--- config.mk ---
export PLATFORM = sky130hd
export DESIGN_NAME = branch_predictor
export DESIGN_NICKNAME = d
export VERILOG_FILES = /design/src/rtl/branch_predictor.sv
export SDC_FILE = /design/constraint.sdc
export NUM_CORES = 1
export LEC_CHECK = 0
export CAP_MARGIN = 0
export CORE_UTILIZATION = 45
export CTS_BUF_LIST = sky130_fd_sc_hd__clkbuf_8
export CTS_CLUSTER_DIAMETER = 80
export DETAILED_ROUTE_END_ITERATION = 10
export PLACE_DENSITY = 0.62
export SLEW_MARGIN = 0
export SYNTH_ARGS = -nofsm -noshare
export SYNTH_HDL_FRONTEND = slang
export SYNTH_SLANG_ARGS = --single-unit
--- constraint.sdc ---
create_clock -name clk -period 5.7 [get_ports clk]
set_input_delay 1.14 -clock clk [delete_from_list [all_inputs] [get_ports clk]]
set_output_delay 1.14 -clock clk [all_outputs]
set_load 0.05 [all_outputs]
--- src/rtl/branch_predictor.sv ---
// Bimodal branch predictor: 2-bit counter BHT trained from EX results,
// with an in-order FIFO of outstanding predictions.
module branch_predictor #(
  parameter int IDX_W      = 6,
  parameter int FIFO_DEPTH = 4
) (
  input  logic                          clk,
  input  logic                          rst,
  input  logic                          pred_valid,
  input  logic [31:0]                   pred_pc,
  output logic                          pred_ready,
  output logic                          pred_taken,
  input  logic                          res_valid,
  input  logic                          res_taken,
  input  logic                          flush,
  output logic                          mispredict,
  output logic                          res_error,
  output logic [$clog2(FIFO_DEPTH):0]   occupancy
);

  localparam int PW  = $clog2(FIFO_DEPTH);
  localparam int ENT = 2 ** IDX_W;
  localparam logic [PW:0] FULL = (PW + 1)'(FIFO_DEPTH);

  logic [1:0]       bht   [ENT];
  logic [IDX_W-1:0] q_idx [FIFO_DEPTH];
  logic             q_pred[FIFO_DEPTH];

  logic [PW-1:0]    head;
  logic [PW-1:0]    tail;
  logic [IDX_W-1:0] idx;
  logic [IDX_W-1:0] h_idx;
  logic             h_pred;
  logic [1:0]       ctr;
  logic             push;
  logic             pop;
  logic             unused_pc;

  assign idx        = pred_pc[IDX_W+1:2];
  assign unused_pc  = ^{pred_pc[31:IDX_W+2], pred_pc[1:0]};
  assign pred_taken = bht[idx][1];
  assign pred_ready = (occupancy != FULL);

  // A flushed push is dropped; a flushed pop still trains the BHT.
  assign push   = pred_valid & pred_ready & ~flush;
  assign pop    = res_valid & (occupancy != '0);
  assign h_idx  = q_idx[head];
  assign h_pred = q_pred[head];
  assign ctr    = bht[h_idx];

  always_ff @(posedge clk) begin
    if (push) begin
      q_idx[tail]  <= idx;
      q_pred[tail] <= pred_taken;
    end
  end

  always_ff @(posedge clk) begin
    if (rst) begin
      for (int i = 0; i < ENT; i++)
        bht[i] <= 2'b01;
    end else if (pop) begin
      if (res_taken) begin
        if (ctr != 2'b11)
          bht[h_idx] <= ctr + 2'b01;
      end else begin
        if (ctr != 2'b00)
          bht[h_idx] <= ctr - 2'b01;
      end
    end
  end

  always_ff @(posedge clk) begin
    if (rst) begin
      head       <= '0;
      tail       <= '0;
      occupancy  <= '0;
      mispredict <= 1'b0;
      res_error  <= 1'b0;
    end else begin
      mispredict <= pop & (h_pred != res_taken);
      if (res_valid && occupancy == '0)
        res_error <= 1'b1;
      if (flush) begin
        head      <= '0;
        tail      <= '0;
        occupancy <= '0;
      end else begin
        if (push)
          tail <= tail + 1'b1;
        if (pop)
          head <= head + 1'b1;
        unique case ({push, pop})
          2'b10:   occupancy <= occupancy + 1'b1;
          2'b01:   occupancy <= occupancy - 1'b1;
          default: occupancy <= occupancy;
        endcase
      end
    end
  end

endmodule

======== Word level (Yosys, flattened, before mapping) ========
Memory sizes are Yosys's and may differ from the RTL's. A register that Yosys moved wholly into a read port is not among the register bits.
Cells that the tools add are included.
operators by class
  $add $sub $neg .......................... 6
  equality and inequality tests ........... 5
  multiplexer cells ....................... 23
  bitwise gates (word level) .............. 6
  reductions and logical operators ........ 7
operators by type and width
  cell                                                                number
  1-bit 2-to-1 mux                                                    15
  2-bit 2-to-1 mux                                                    6
  2-bit by 1-bit adder with 2-bit output, second input constant       3
  6-bit 2-to-1 mux                                                    1
  3-bit case mux with 2 select lines                                  1
  1-bit bitwise AND                                                   4
  2-bit nonzero test                                                  2
  2-bit OR reduction                                                  2
  3-bit by 1-bit adder with 3-bit output, second input constant       1
  3-bit logical NOT                                                   1
  3-bit inequality test, second input constant                        1
  3-bit nonzero test                                                  1
  3-bit by 1-bit subtractor with 3-bit output, second input constant  1
  2-bit by 1-bit == test with 1-bit output, second input constant     1
  2-bit == test, second input constant                                1
  2-bit inequality test, second input constant                        1
  2-bit by 1-bit subtractor with 2-bit output, second input constant  1
  1-bit logical AND                                                   1
  1-bit inequality test                                               1
  1-bit NOT                                                           1
  1-bit OR                                                            1
storage, ports and cells
  register bits after elaboration ......... 9
  bits in writable memories ............... 156
  input port bits ......................... 38
  memories ................................ 3
memories
  name    words  width  read ports  clocked after Yosys merged registers in  wr ports  line  RTL
  bht     64     2      2           0                                        64        25    logic [1:0] bht [ENT];
  q_idx   4      6      1           1                                        1         26    logic [IDX_W-1:0] q_idx [FIFO_DEPTH];
  q_pred  4      1      1           1                                        1         27    logic q_pred[FIFO_DEPTH];

======== Longest topological paths before layout ========
Gate-level depths: netlist of run 1.
An unclocked memory read counts as a cell.
  depth after elaboration ................. 10
  gate-level depth with buffers ........... 15
  mapped depth without buffers ............ 11

======== Worst setup path after synthesis of run 1 ========
Ideal clock, no wire load.
  path kind ............................... input-to-output
  start ................................... in pred_pc[2]
  end ..................................... out pred_taken
  arrival ................................. 3.727 ns
  data required time ...................... 4.560 ns
  setup slack ............................. 0.833 ns
  stages .................................. 5
  buffers on the path ..................... 2
  cells stage by stage .................... clkbuf_1 -> buf_1 -> mux4_2 -> mux4_2 -> mux4_2
between the ends
  cells in the longest elaborated chain, start to end .. 1
ends and longest elaborated chain
  element                 line  RTL
  start: declaration      10    input logic [31:0] pred_pc,
  memory read 64 x 2 bit  n/a
  end: declaration        12    output logic pred_taken,
Every way passes these cells.

======== Final worst setup path of run 1 ========
Ends and elaborated chain as after synthesis.

==> load_flow_metrics.sql, run 1 <==
INSERT INTO impl_metrics (metric_group, metric, value, unit) VALUES
('run_status', 'run_status', 'finished clean', ''),
('setup_path', 'timing.critical_path.arrival', '3870', 'ps'),
('power', 'power.leakage', '3.300', 'nW'),
('sta', 'setup_viol', '0', ''),
('setup_path', 'setup.worst_path.end_class', 'output pin', ''),
('cts', 'cts_tree', 'built', ''),
('place', 'port-buffer-count', '18', ''),
('synthesis', 'synth_seq_area_share', '0.5265', ''),
('global_route', 'number_of_global_route_vias_before_repair', '6858', ''),
('route', 'routed_wirelength', '27.01', 'mm'),
('cts', 'worstSkewPairLatency', '480', 'ps'),
('final_layout', 'syn_to_final_growth', '8.315', '%'),
('synthesis', 'syn_area', '9315', 'µm²'),
('global_route', 'grt_pass1_wl', '41.11', 'mm'),
('floorplan', 'start_util', '0.4604', ''),
('final_layout', 'layout-drive-gt1-share', '0.1732', ''),
('floorplan', 'floorplan.io_pins', '45', ''),
('sta', 'layout_min_cycle_time', '5011', 'ps'),
('cts', 'tritoncts.num_buffers', '17', ''),
('floorplan', 'fp-row-count', '52', ''),
('cts', 'max-clock-path-buffers', '2', ''),
('setup_path', 'critPathRequiredTime', '4560', 'ps'),
('route', 'antenna_left', '0', ''),
('job', 'maxCapViolations', '0', ''),
('setup_path', 'worstPathMaxFanout', '20', ''),
('sta', 'timing.setup.tns', '0', 'ps'),
('synthesis', 'syn_area_per_cell', '11.70', 'µm²'),
('floorplan', 'die_width', '145.9', 'µm'),
('route', 'avgViaCountPerCell', '6.773', ''),
('sta', 'max_slew_violation_count', '0', ''),
('sta', 'clock_skew_after_layout', '14.65', 'ps'),
('place', 'preCtsSetupSlack', '684.9', 'ps'),
('synthesis', 'synth_enable_flop_cells', '156', ''),
('synthesis', 'synthArstFlopShare', '0', ''),
('floorplan', 'die_extent_in_y', '145.9', 'µm'),
('global_route', 'groute.usage.overall', '0.2580', ''),
('sta', 'max_slew_margin', '0.07678', ''),
('global_route', 'number_of_antenna_violations_at_the_first_check_in_global_routing', '0', ''),
('route', 'drt-initial-drc-count', '1015', ''),
('sta', 'finalHoldViolCount', '0', ''),
('synthesis', 'synth_flop_cell', 'edfxtp_1', ''),
('sta', 'worst-slew-pin-transition', '1383', 'ps'),
('synthesis', 'netlist_instances', '796', ''),
('synthesis', 'ys_warn_count', '0', ''),
('place', 'routabilityCongestion', '0.9180', ''),
('cts', 'cts_sinks', '167', ''),
('synthesis', 'netlist-cell-type-count', '63', ''),
('route', 'wire_per_inst', '25.45', 'µm'),
('final_layout', 'final.fill_count', '1757', ''),
('synthesis', 'synth.top_cells.by_area', 'edfxtp_1, mux4_2, a41o_1', ''),
('setup_path', 'critical_path_class', 'in -> out', ''),
('synthesis', 'postSynthNetCount', '840', ''),
('global_route', 'grt_overflow_total', '0', ''),
('cts', 'root_buffer', 'clkbuf_8', ''),
('cts', 'post_cts.repair.setup_buffers', '0', ''),
('power', 'power_density', '267.9', 'nW/µm²'),
('final_layout', 'final_core_util', '0.4986', ''),
('place', 'place_hpwl', '17.25', 'mm'),
('global_route', 'grt_max_degree', '68', ''),
('sta', 'worst_slack', '688.9', 'ps'),
('cts', 'cts_htree_levels', '4', ''),
('synthesis', 'ys_seq_elements', '167', ''),
('power', 'max-vdd-ir-drop', '0.1573', 'mV'),
('final_layout', 'finalNetCount', '822', ''),
('synthesis', 'top_cell_type_s_share_of_synthesized_area', '0.5029', ''),
('setup_path', 'start_kind', 'primary input', ''),
('route', 'drc', '0', ''),
('cts', 'cts_repair_resize_count', '0', ''),
('setup_path', 'reg2reg_setup_slack', '780', 'ps'),
('floorplan', 'core-area', '20230', 'µm²'),
('sta', 'finalCritPeriodShare', '0.8791', ''),
('cts', 'clk_pin_slew', '90', 'ps'),
('route', 'drt-pass1-iter-count', '5', ''),
('route', 'dr_total_vias', '7186', ''),
('floorplan', 'total_die_area', '21280', 'µm²'),
('final_layout', 'insertedDiodeCount', '0', ''),
('cts', 'number_of_hold_repair_buffers_added_at_the_cts_stage', '0', ''),
('sta', 'grt_setup_unrepaired', 'false', ''),
('sta', 'max_freq', '199.6', 'MHz'),
('hold_path', 'hold_path_class', 'reg -> reg', ''),
('synthesis', 'yosys.area.top_type', 'edfxtp_1', '');
-- synthesized netlist by cell type, drive strengths merged, types with 5 or more instances --
master	count
a21oi	76
a221oi	7
a22oi	5
a41o	64
and2	6
and3	6
buf	49
clkbuf	40
dfxtp	11
edfxtp	156
ha	5
inv	12
mux2	19
mux2i	20
mux4	30
nand2	141
nand2b	9
nand3	6
nand3b	5
nor2	31
nor2b	6
nor3	8
nor3b	8
o211ai	5
o22ai	12
-- power breakdown --
group | internal [mW] | total [mW] | leakage, nW | switching [mW]
sequential | 1.36 | 1.37 | 1.44 | 0.0150
combinational | 0.122 | 0.374 | 1.63 | 0.252
clock | 0.472 | 0.957 | 0.226 | 0.485
total | 1.95 | 2.70 | 3.30 | 0.752
-- worst max-delay path, stage by stage --
cell	delay, ps
clkdlybuf4s50_1	460
buf_4	360
mux4_2	600
mux4_2	490
mux4_2	560
buf_4	220
-- state kept, by name (all words and copies together), names as in the netlist, named ones only --
register	flops
bht	128
head	2
mispredict	1
occupancy	3
q_idx	24
q_pred	4
res_error	1
tail	2
-- worst paths after layout --
path / cells past startpoint / endpoint / from
worst max-delay path: 6 / pred_taken / pred_pc[2]
worst max register to register: 11 / bht[7][0] / flip-flop
worst min-delay path: 2 / res_error / res_error
worst min register to register: 2 / res_error / res_error
-- through the flow --
step | hold WS, ps | total power [mW] | cells | cell area, µm²
final | 481.7 | 2.703 | 1061 | 10090
after global routing | 531.9 | 2.773 | 1061 | 10090
after CTS | 502.1 | 2.694 | 1061 | 10090
after detailed placement | 481.7 | 1.762 | 1029 | 9648
after global placement | 458.4 | 1.753 | 1029 | 9648
after floorplan | 469.2 | 1.663 | 796 | 9315
-- placed cells by master, fill, tap and decap left out, types with 4 or more instances in the layout --
cell / netlist / layout
o221ai_1: 4 / 4
and2_1: 6 / 6
o21ai_0: 4 / 4
nor3b_1: 7 / 6
nor2b_1: 6 / 6
and3_1: 6 / 6
nand2_1: 140 / 140
inv_1: 12 / 12
o22ai_1: 12 / 12
clkbuf_8: 0 / 19
o211ai_1: 5 / 5
a221oi_1: 6 / 6
a22oi_1: 5 / 5
mux2i_1: 20 / 20
nand3b_1: 5 / 5
nand2b_1: 9 / 8
a211oi_1: 4 / 4
nor2_1: 30 / 24
dfxtp_1: 11 / 11
buf_4: 1 / 33
a41o_1: 64 / 64
o31ai_1: 4 / 4
mux4_2: 30 / 30
ha_1: 5 / 5
nor3_1: 7 / 5
inv_6: 0 / 5
nand3_1: 6 / 5
mux2_2: 17 / 17
nor2_2: 1 / 7
edfxtp_1: 156 / 156
clkdlybuf4s50_1: 0 / 16
a21oi_1: 76 / 76
-- cell type report --
class                           count  area (µm²)  share of cell area
Clock inverter                     13       180.2             0.01786
Tap cell                          270       337.8             0.03348
Inverter                           12       45.04            0.004464
Clock buffer                       19       261.5             0.02592
Multi-Input combinational cell    528        3908              0.3873
Timing Repair Buffer               52       452.9             0.04489
Sequential cell                   167        4905              0.4861
-- layer usage --
| layer | global-route usage | part of all wire | wire length (µm) | vias up |
|---|---|---|---|---|
| li1 | - | - | - | 3052 |
| met1 | 0.3422 | 0.39 | 10610 | 3582 |
| met2 | 0.4055 | 0.47 | 12820 | 471 |
| met3 | 0.05549 | 0.096 | 2595 | 81 |
| met4 | 0.1189 | 0.036 | 979 | 0 |
| met5 | 0 | 0 | 0 | - |
-- kinds of logic after synthesis --
logic type               after synthesis  synth area share
multiplexers                          69            0.1174
AND/OR/NAND/NOR                      240            0.1178
buffers and inverters                101           0.05802
flip-flops                           167            0.5265
XOR/XNOR                               6          0.005642
AO/OA/AOI/OAI                        207            0.1658
adder cells (fa/ha/maj)                6          0.008865
Power figures use the tool's default switching activity.
==> inputs of run 2 (changes only) <==
- CELL_PAD_IN_SITES_DETAIL_PLACEMENT: not set -> 1
- CELL_PAD_IN_SITES_GLOBAL_PLACEMENT: not set -> 1
- CTS_CLUSTER_SIZE: not set -> 16
- PLACE_DENSITY: 0.62 -> 0.74
==> run 2 against run 1 <==
  * Final cell count is 0.28% higher
  * Non-clock buffer count increased by 3
  * First-iteration DRC count down 20%
  * Hold slack worse by 1.2 ps
  * Via count shrank 0.61%
  * Clock skew up 3.8 ps
  * Critical path depth rose by 4
  * Clock power fell by 10%
  * Routed wire length up 7.5%
  * Count of clock-buffer cells in the layout shrank 2
==> load_flow_metrics.sql, run 2 (synthesis results as in run 1) <==
INSERT INTO impl_metrics (metric_group, metric, value, unit) VALUES
('setup_path', 'critical_path_class', 'reg -> reg', ''),
('route', 'dr_total_vias', '7142', ''),
('setup_path', 'setup.worst_path.end_class', 'flip-flop', ''),
('run_status', 'run_status', 'finished clean', ''),
('power', 'max-vdd-ir-drop', '0.1560', 'mV'),
('sta', 'finalCritPeriodShare', '0.9134', ''),
('final_layout', 'area_used_by_multi_input_combinational_logic', '3908', 'µm²'),
('cts', 'post_cts.repair.setup_buffers', '0', ''),
('sta', 'max_slew_margin', '0.3925', ''),
('sta', 'finalHoldWorstSlack', '480.5', 'ps'),
('sta', 'clock_skew_after_layout', '18.42', 'ps'),
('cts', 'number_of_hold_repair_buffers_added_at_the_cts_stage', '0', ''),
('final_layout', 'layout_cell_area_excl_fill', '10060', 'µm²'),
('power', 'p_comb_frac', '0.145', ''),
('sta', 'worst_slack', '493.8', 'ps'),
('power', 'p_sw_frac', '0.3063', ''),
('sta', 'grt_setup_unrepaired', 'false', ''),
('power', 'power.leakage', '3.288', 'nW'),
('setup_path', 'worstReg2RegEnd', 'bht[46][1]', ''),
('route', 'wire_per_inst', '27.27', 'µm'),
('job', 'maxCapViolations', '0', ''),
('route', 'drc', '0', ''),
('cts', 'tritoncts.num_buffers', '17', ''),
('cts', 'cts_sinks', '167', ''),
('final_layout', 'regs_by_ff_count', 'bht (128), q_idx (24), q_pred (4)', ''),
('cts', 'root_buffer', 'clkbuf_8', ''),
('final_layout', 'largest_reg_flops', '128', ''),
('global_route', 'grt_overflow_total', '0', ''),
('setup_path', 'worstPathMaxFanout', '50', ''),
('sta', 'worst-slew-pin-transition', '909.4', 'ps'),
('cts', 'cts_repair_resize_count', '0', ''),
('setup_path', 'timing.critical_path.slowest_cell_delay', '880', 'ps'),
('global_route', 'number_of_antenna_violations_at_the_first_check_in_global_routing', '0', ''),
('cts', 'max-clock-path-buffers', '2', ''),
('final_layout', 'finalNetCount', '825', ''),
('floorplan', 'die_width', '145.9', 'µm'),
('sta', 'timing.setup.tns', '0', 'ps'),
('floorplan', 'total_die_area', '21280', 'µm²'),
('final_layout', 'layout.cells.most_common', 'edfxtp_1', ''),
('cts', 'cts_tree', 'built', ''),
('route', 'drt-initial-drc-count', '815', ''),
('global_route', 'grt_pass1_wl', '44.73', 'mm'),
('final_layout', 'final.fill_count', '2099', ''),
('final_layout', 'largest_register', 'bht', ''),
('power', 'power.total', '2.609', 'mW'),
('place', 'routabilityCongestion', '0.8922', ''),
('floorplan', 'floorplan.io_pins', '45', ''),
('sta', 'setup_viol', '0', ''),
('route', 'antenna_left', '0', ''),
('power', 'power.sequential.fraction', '0.527', ''),
('sta', 'max_slew_violation_count', '0', ''),
('final_layout', 'insertedDiodeCount', '0', ''),
('setup_path', 'cp_slowest_cell', 'mux4_2', ''),
('setup_path', 'critical_path.most_common_cell', 'or4_1', ''),
('place', 'place_hpwl', '19.10', 'mm'),
('final_layout', 'syn_to_final_growth', '7.991', '%'),
('power', 'power.internal', '1.810', 'mW'),
('hold_path', 'hold_depth', '2', ''),
('power', 'power_density', '259.3', 'nW/µm²'),
('power', 'switchingPower', '0.7991', 'mW'),
('setup_path', 'critPathRequiredTime', '5950', 'ps'),
('route', 'routed_wirelength', '29.02', 'mm'),
('setup_path', 'reg2reg_setup_slack', '490', 'ps'),
('floorplan', 'fp-row-count', '52', ''),
('global_route', 'grt_max_degree', '68', ''),
('cts', 'clk_pin_slew', '110', 'ps'),
('place', 'preCtsSetupSlack', '614.4', 'ps'),
('cts', 'cts_htree_levels', '4', ''),
('setup_path', 'start_kind', 'flip-flop', ''),
('route', 'drt-pass1-iter-count', '6', ''),
('place', 'detailed_place.area', '9671', 'µm²'),
('route', 'avgViaCountPerCell', '6.712', ''),
('setup_path', 'worstSetupEndpoint', 'bht[46][1]', ''),
('global_route', 'groute.usage.overall', '0.2811', ''),
('cts', 'worstSkewPairLatency', '490', 'ps'),
('setup_path', 'crit_chain', 'mux4_2, nor2b_1, a21oi_1, nor4_1, or4_1, or4_1, nor3b_1, nand2_2, buf_12, a41o_1', ''),
('floorplan', 'die_extent_in_y', '145.9', 'µm'),
('final_layout', 'sequential_cell_area', '4905', 'µm²'),
('sta', 'layout_min_cycle_time', '5206', 'ps'),
('hold_path', 'hold_path_class', 'reg -> reg', ''),
('final_layout', 'layout-drive-gt1-share', '0.1763', ''),
('final_layout', 'most_used_cells_in_the_layout_excluding_fill_and_tap_cells', 'edfxtp_1, nand2_1, a21oi_1', ''),
('sta', 'finalHoldViolCount', '0', ''),
('setup_path', 'r2r_cells', '10', ''),
('floorplan', 'start_util', '0.4604', ''),
('place', 'port-buffer-count', '18', ''),
('power', 'clockPowerShare', '0.328', ''),
('setup_path', 'timing.critical_path.arrival', '5460', 'ps'),
('floorplan', 'core-area', '20230', 'µm²'),
('sta', 'max_freq', '192.1', 'MHz'),
('global_route', 'number_of_global_route_vias_before_repair', '7418', '');
run 2: cell types whose count changed in the layout (fill, tap and decap cells not counted):
cell / previous run / this run
buf_4: 33 / 36
bufinv_16: 3 / 0
clkbuf_8: 19 / 17
clkinv_8: 0 / 2
clkinvlp_4: 0 / 1
inv_4: 1 / 2
inv_6: 5 / 2
inv_8: 2 / 6
run 2: worst max-delay path, delay by kind of cell, from the launching register on:
family	cells	cell delay (ps)
flops	1	710
buf+inv	1	300
mux	1	880
compound gates	2	380
simple gates	6	2620
run 2: per-stage QoR:
step / util / cells
after detailed placement: 0.4779 / 1032
final: 0.4972 / 1064
after CTS: 0.4972 / 1064
after floorplan: - / 796
after global placement: 0.4779 / 1032
after global routing: 0.4972 / 1064
run 2: area by class of cell:
cell class,instances,share of cell area
multi-input combinational,528,0.3884
tap,270,0.03358
clock inverter,15,0.01542
sequential,167,0.4876
inverter,12,0.004478
timing repair buffer,55,0.04726
clock buffer,17,0.02326
run 2: worst min path at each step:
| stage | start | to | slack, ps |
|---|---|---|---|
| final | res_error | res_error | 480 |
| after global routing | res_error | res_error | 540 |
| after CTS | res_error | res_error | 490 |
| after detailed placement | res_error | res_error | 460 |
| after global placement | res_error | res_error | 460 |
| after floorplan | tail[1] | tail[1] | 470 |
run 2: per-layer routing:
metal  up-vias  global-route usage  wire, µm
li1       3044                   -         -
met1      3630              0.3742     11540
met2       406              0.4502     13970
met3        62             0.05361      2604
met4         0              0.1200       897
met5         -                   0         0
run 2: power groups by stage:
stage	Combinational (mW)	Clock, mW	Sequential [mW]
after floorplan	0.267	0	1.40
after global placement	0.359	0	1.40
after detailed placement	0.368	0	1.40
after CTS	0.368	0.865	1.37
after global routing	0.395	0.902	1.38
final	0.378	0.857	1.37
==> inputs of run 3 (changes only) <==
- CORE_MARGIN: not set -> 2
- PLACE_DENSITY: 0.74 -> not set
- PLACE_DENSITY_LB_ADDON: not set -> 0.1
==> run 3 against run 2 <==
  * Setup slack improved by 270 ps
  * Critical endpoint is now bht[24][1]
  * Utilization barely moved
  * Critical path type unchanged
  * Combinational power grew 1%
  * Final cell count up 0.38%
  * Routed wire length increased by 4.2%
  * Via count decreased by 0.18%
  * Global-route usage about the same
==> load_flow_metrics.sql, run 3 (synthesis results as in run 1) <==
INSERT INTO impl_metrics (metric_group, metric, value, unit) VALUES
('run_status', 'run_status', 'finished clean', ''),
('global_route', 'grt_max_degree', '68', ''),
('route', 'avgViaCountPerCell', '6.675', ''),
('setup_path', 'timing.critical_path.arrival', '5120', 'ps'),
('setup_path', 'critical_path_class', 'reg -> reg', ''),
('power', 'power.leakage', '3.321', 'nW'),
('sta', 'setup_viol', '0', ''),
('cts', 'tritoncts.num_buffers', '17', ''),
('route', 'drt-pass1-iter-count', '8', ''),
('setup_path', 'setup.worst_path.end_class', 'flip-flop', ''),
('place', 'detailed_place.area', '9688', 'µm²'),
('route', 'routed_wirelength', '30.23', 'mm'),
('floorplan', 'start_util', '0.4589', ''),
('sta', 'max_slew_margin', '0.2171', ''),
('global_route', 'number_of_antenna_violations_at_the_first_check_in_global_routing', '0', ''),
('final_layout', 'layout.cells.most_common', 'edfxtp_1', ''),
('power', 'clockPowerShare', '0.340', ''),
('route', 'drc', '0', ''),
('setup_path', 'start_kind', 'flip-flop', ''),
('cts', 'cts_repair_resize_count', '0', ''),
('hold_path', 'hold_path_class', 'reg -> reg', ''),
('final_layout', 'largest_reg_flops', '128', ''),
('cts', 'cts_htree_levels', '4', ''),
('floorplan', 'core-area', '20300', 'µm²'),
('setup_path', 'worstPathMaxFanout', '41', ''),
('power', 'power.total', '2.662', 'mW'),
('job', 'maxCapViolations', '0', ''),
('place', 'port-buffer-count', '18', ''),
('sta', 'max_slew_violation_count', '0', ''),
('final_layout', 'sequential_cell_area', '4905', 'µm²'),
('cts', 'max-clock-path-buffers', '2', ''),
('sta', 'finalHoldViolCount', '0', ''),
('floorplan', 'fp-row-count', '52', ''),
('sta', 'max_freq', '202.8', 'MHz'),
('final_layout', 'layout-drive-gt1-share', '0.1792', ''),
('cts', 'post_cts.repair.setup_buffers', '0', ''),
('cts', 'clk_pin_slew', '90', 'ps'),
('final_layout', 'regs_by_ff_count', 'bht (128), q_idx (24), q_pred (4)', ''),
('place', 'place_hpwl', '19.60', 'mm'),
('sta', 'finalCritPeriodShare', '0.8651', ''),
('place', 'routabilityCongestion', '0.8780', ''),
('cts', 'root_buffer', 'clkbuf_8', ''),
('power', 'max-vdd-ir-drop', '0.1441', 'mV'),
('power', 'p_sw_frac', '0.2800', ''),
('floorplan', 'total_die_area', '21870', 'µm²'),
('global_route', 'groute.usage.overall', '0.2816', ''),
('final_layout', 'area_used_by_multi_input_combinational_logic', '3908', 'µm²'),
('route', 'antenna_left', '0', ''),
('floorplan', 'die_extent_in_y', '147.9', 'µm'),
('cts', 'cts_tree', 'built', ''),
('final_layout', 'most_used_cells_in_the_layout_excluding_fill_and_tap_cells', 'edfxtp_1, nand2_1, a21oi_1', ''),
('route', 'wire_per_inst', '28.30', 'µm'),
('route', 'dr_total_vias', '7129', ''),
('global_route', 'number_of_global_route_vias_before_repair', '7332', ''),
('global_route', 'grt_overflow_total', '0', ''),
('power', 'power.sequential.fraction', '0.516', ''),
('cts', 'cts_sinks', '167', ''),
('setup_path', 'critPathRequiredTime', '5890', 'ps'),
('final_layout', 'layout_cell_area_excl_fill', '10100', 'µm²'),
('cts', 'number_of_hold_repair_buffers_added_at_the_cts_stage', '0', ''),
('final_layout', 'final.fill_count', '2144', ''),
('final_layout', 'largest_register', 'bht', ''),
('sta', 'clock_skew_after_layout', '19.20', 'ps'),
('power', 'switchingPower', '0.7454', 'mW'),
('final_layout', 'insertedDiodeCount', '0', ''),
('final_layout', 'finalNetCount', '829', ''),
('power', 'power_density', '263.7', 'nW/µm²'),
('sta', 'layout_min_cycle_time', '4931', 'ps'),
('route', 'drt-initial-drc-count', '655', ''),
('sta', 'grt_setup_unrepaired', 'false', ''),
('global_route', 'grt_pass1_wl', '45.86', 'mm'),
('power', 'power.internal', '1.917', 'mW'),
('sta', 'timing.setup.tns', '0', 'ps'),
('power', 'p_comb_frac', '0.144', ''),
('final_layout', 'syn_to_final_growth', '8.395', '%'),
('cts', 'worstSkewPairLatency', '470', 'ps'),
('sta', 'worst-slew-pin-transition', '1172', 'ps'),
('floorplan', 'die_width', '147.9', 'µm'),
('floorplan', 'floorplan.io_pins', '45', '');
[run 3: layer usage]
metal,part of all wire,wire length [µm],track usage
met1,0.40,12230,0.3863
met5,0,0,0
met4,0.029,874,0.09905
met3,0.092,2767,0.05957
met2,0.47,14360,0.4467
[run 3: critical path, stage by stage (launching register included)]
cell and delay (ps):
dfxtp_1 750, mux4_2 730, nor2b_1 940, a21oi_1 60, a2111oi_0 520, a211o_1 200
or4_1 140, nor3b_1 420, nand3b_1 210, buf_4 480, a21oi_1 160
[run 3: final timing paths]
kind,startpoint,endpoint,slack [ps],depth (start not counted)
setup / recovery,flip-flop,bht[24][1],770,10
hold / removal,res_error,res_error,500,2
setup reg to reg,flip-flop,bht[24][1],770,10
hold reg to reg,res_error,res_error,500,2
[run 3: area by class of cell]
class	instances	area share
sequential	167	0.4857
tap	270	0.03346
timing repair buffer	59	0.04882
clock inverter	11	0.01190
multi-input combinational	528	0.3870
clock buffer	21	0.02862
inverter	12	0.004461
[run 3: power groups by stage]
stage / clock network, mW / logic [mW] / registers, mW
final: 0.906 / 0.383 / 1.37
after global routing: 0.957 / 0.401 / 1.38
after CTS: 0.911 / 0.377 / 1.37
after detailed placement: 0 / 0.375 / 1.40
after global placement: 0 / 0.364 / 1.40
after floorplan: 0 / 0.267 / 1.40
[run 3: through the flow]
stage / hold WS, ps / utilization / setup slack [ps] / cells
floorplan: 469.2 / - / 833.4 / 796
global placement: 457.8 / 0.4773 / 849.6 / 1036
detailed placement: 471.3 / 0.4773 / 806.2 / 1036
CTS: 499.6 / 0.4974 / 795.2 / 1068
global route: 544.2 / 0.4974 / 429.3 / 1068
finish: 498.6 / 0.4974 / 768.8 / 1068
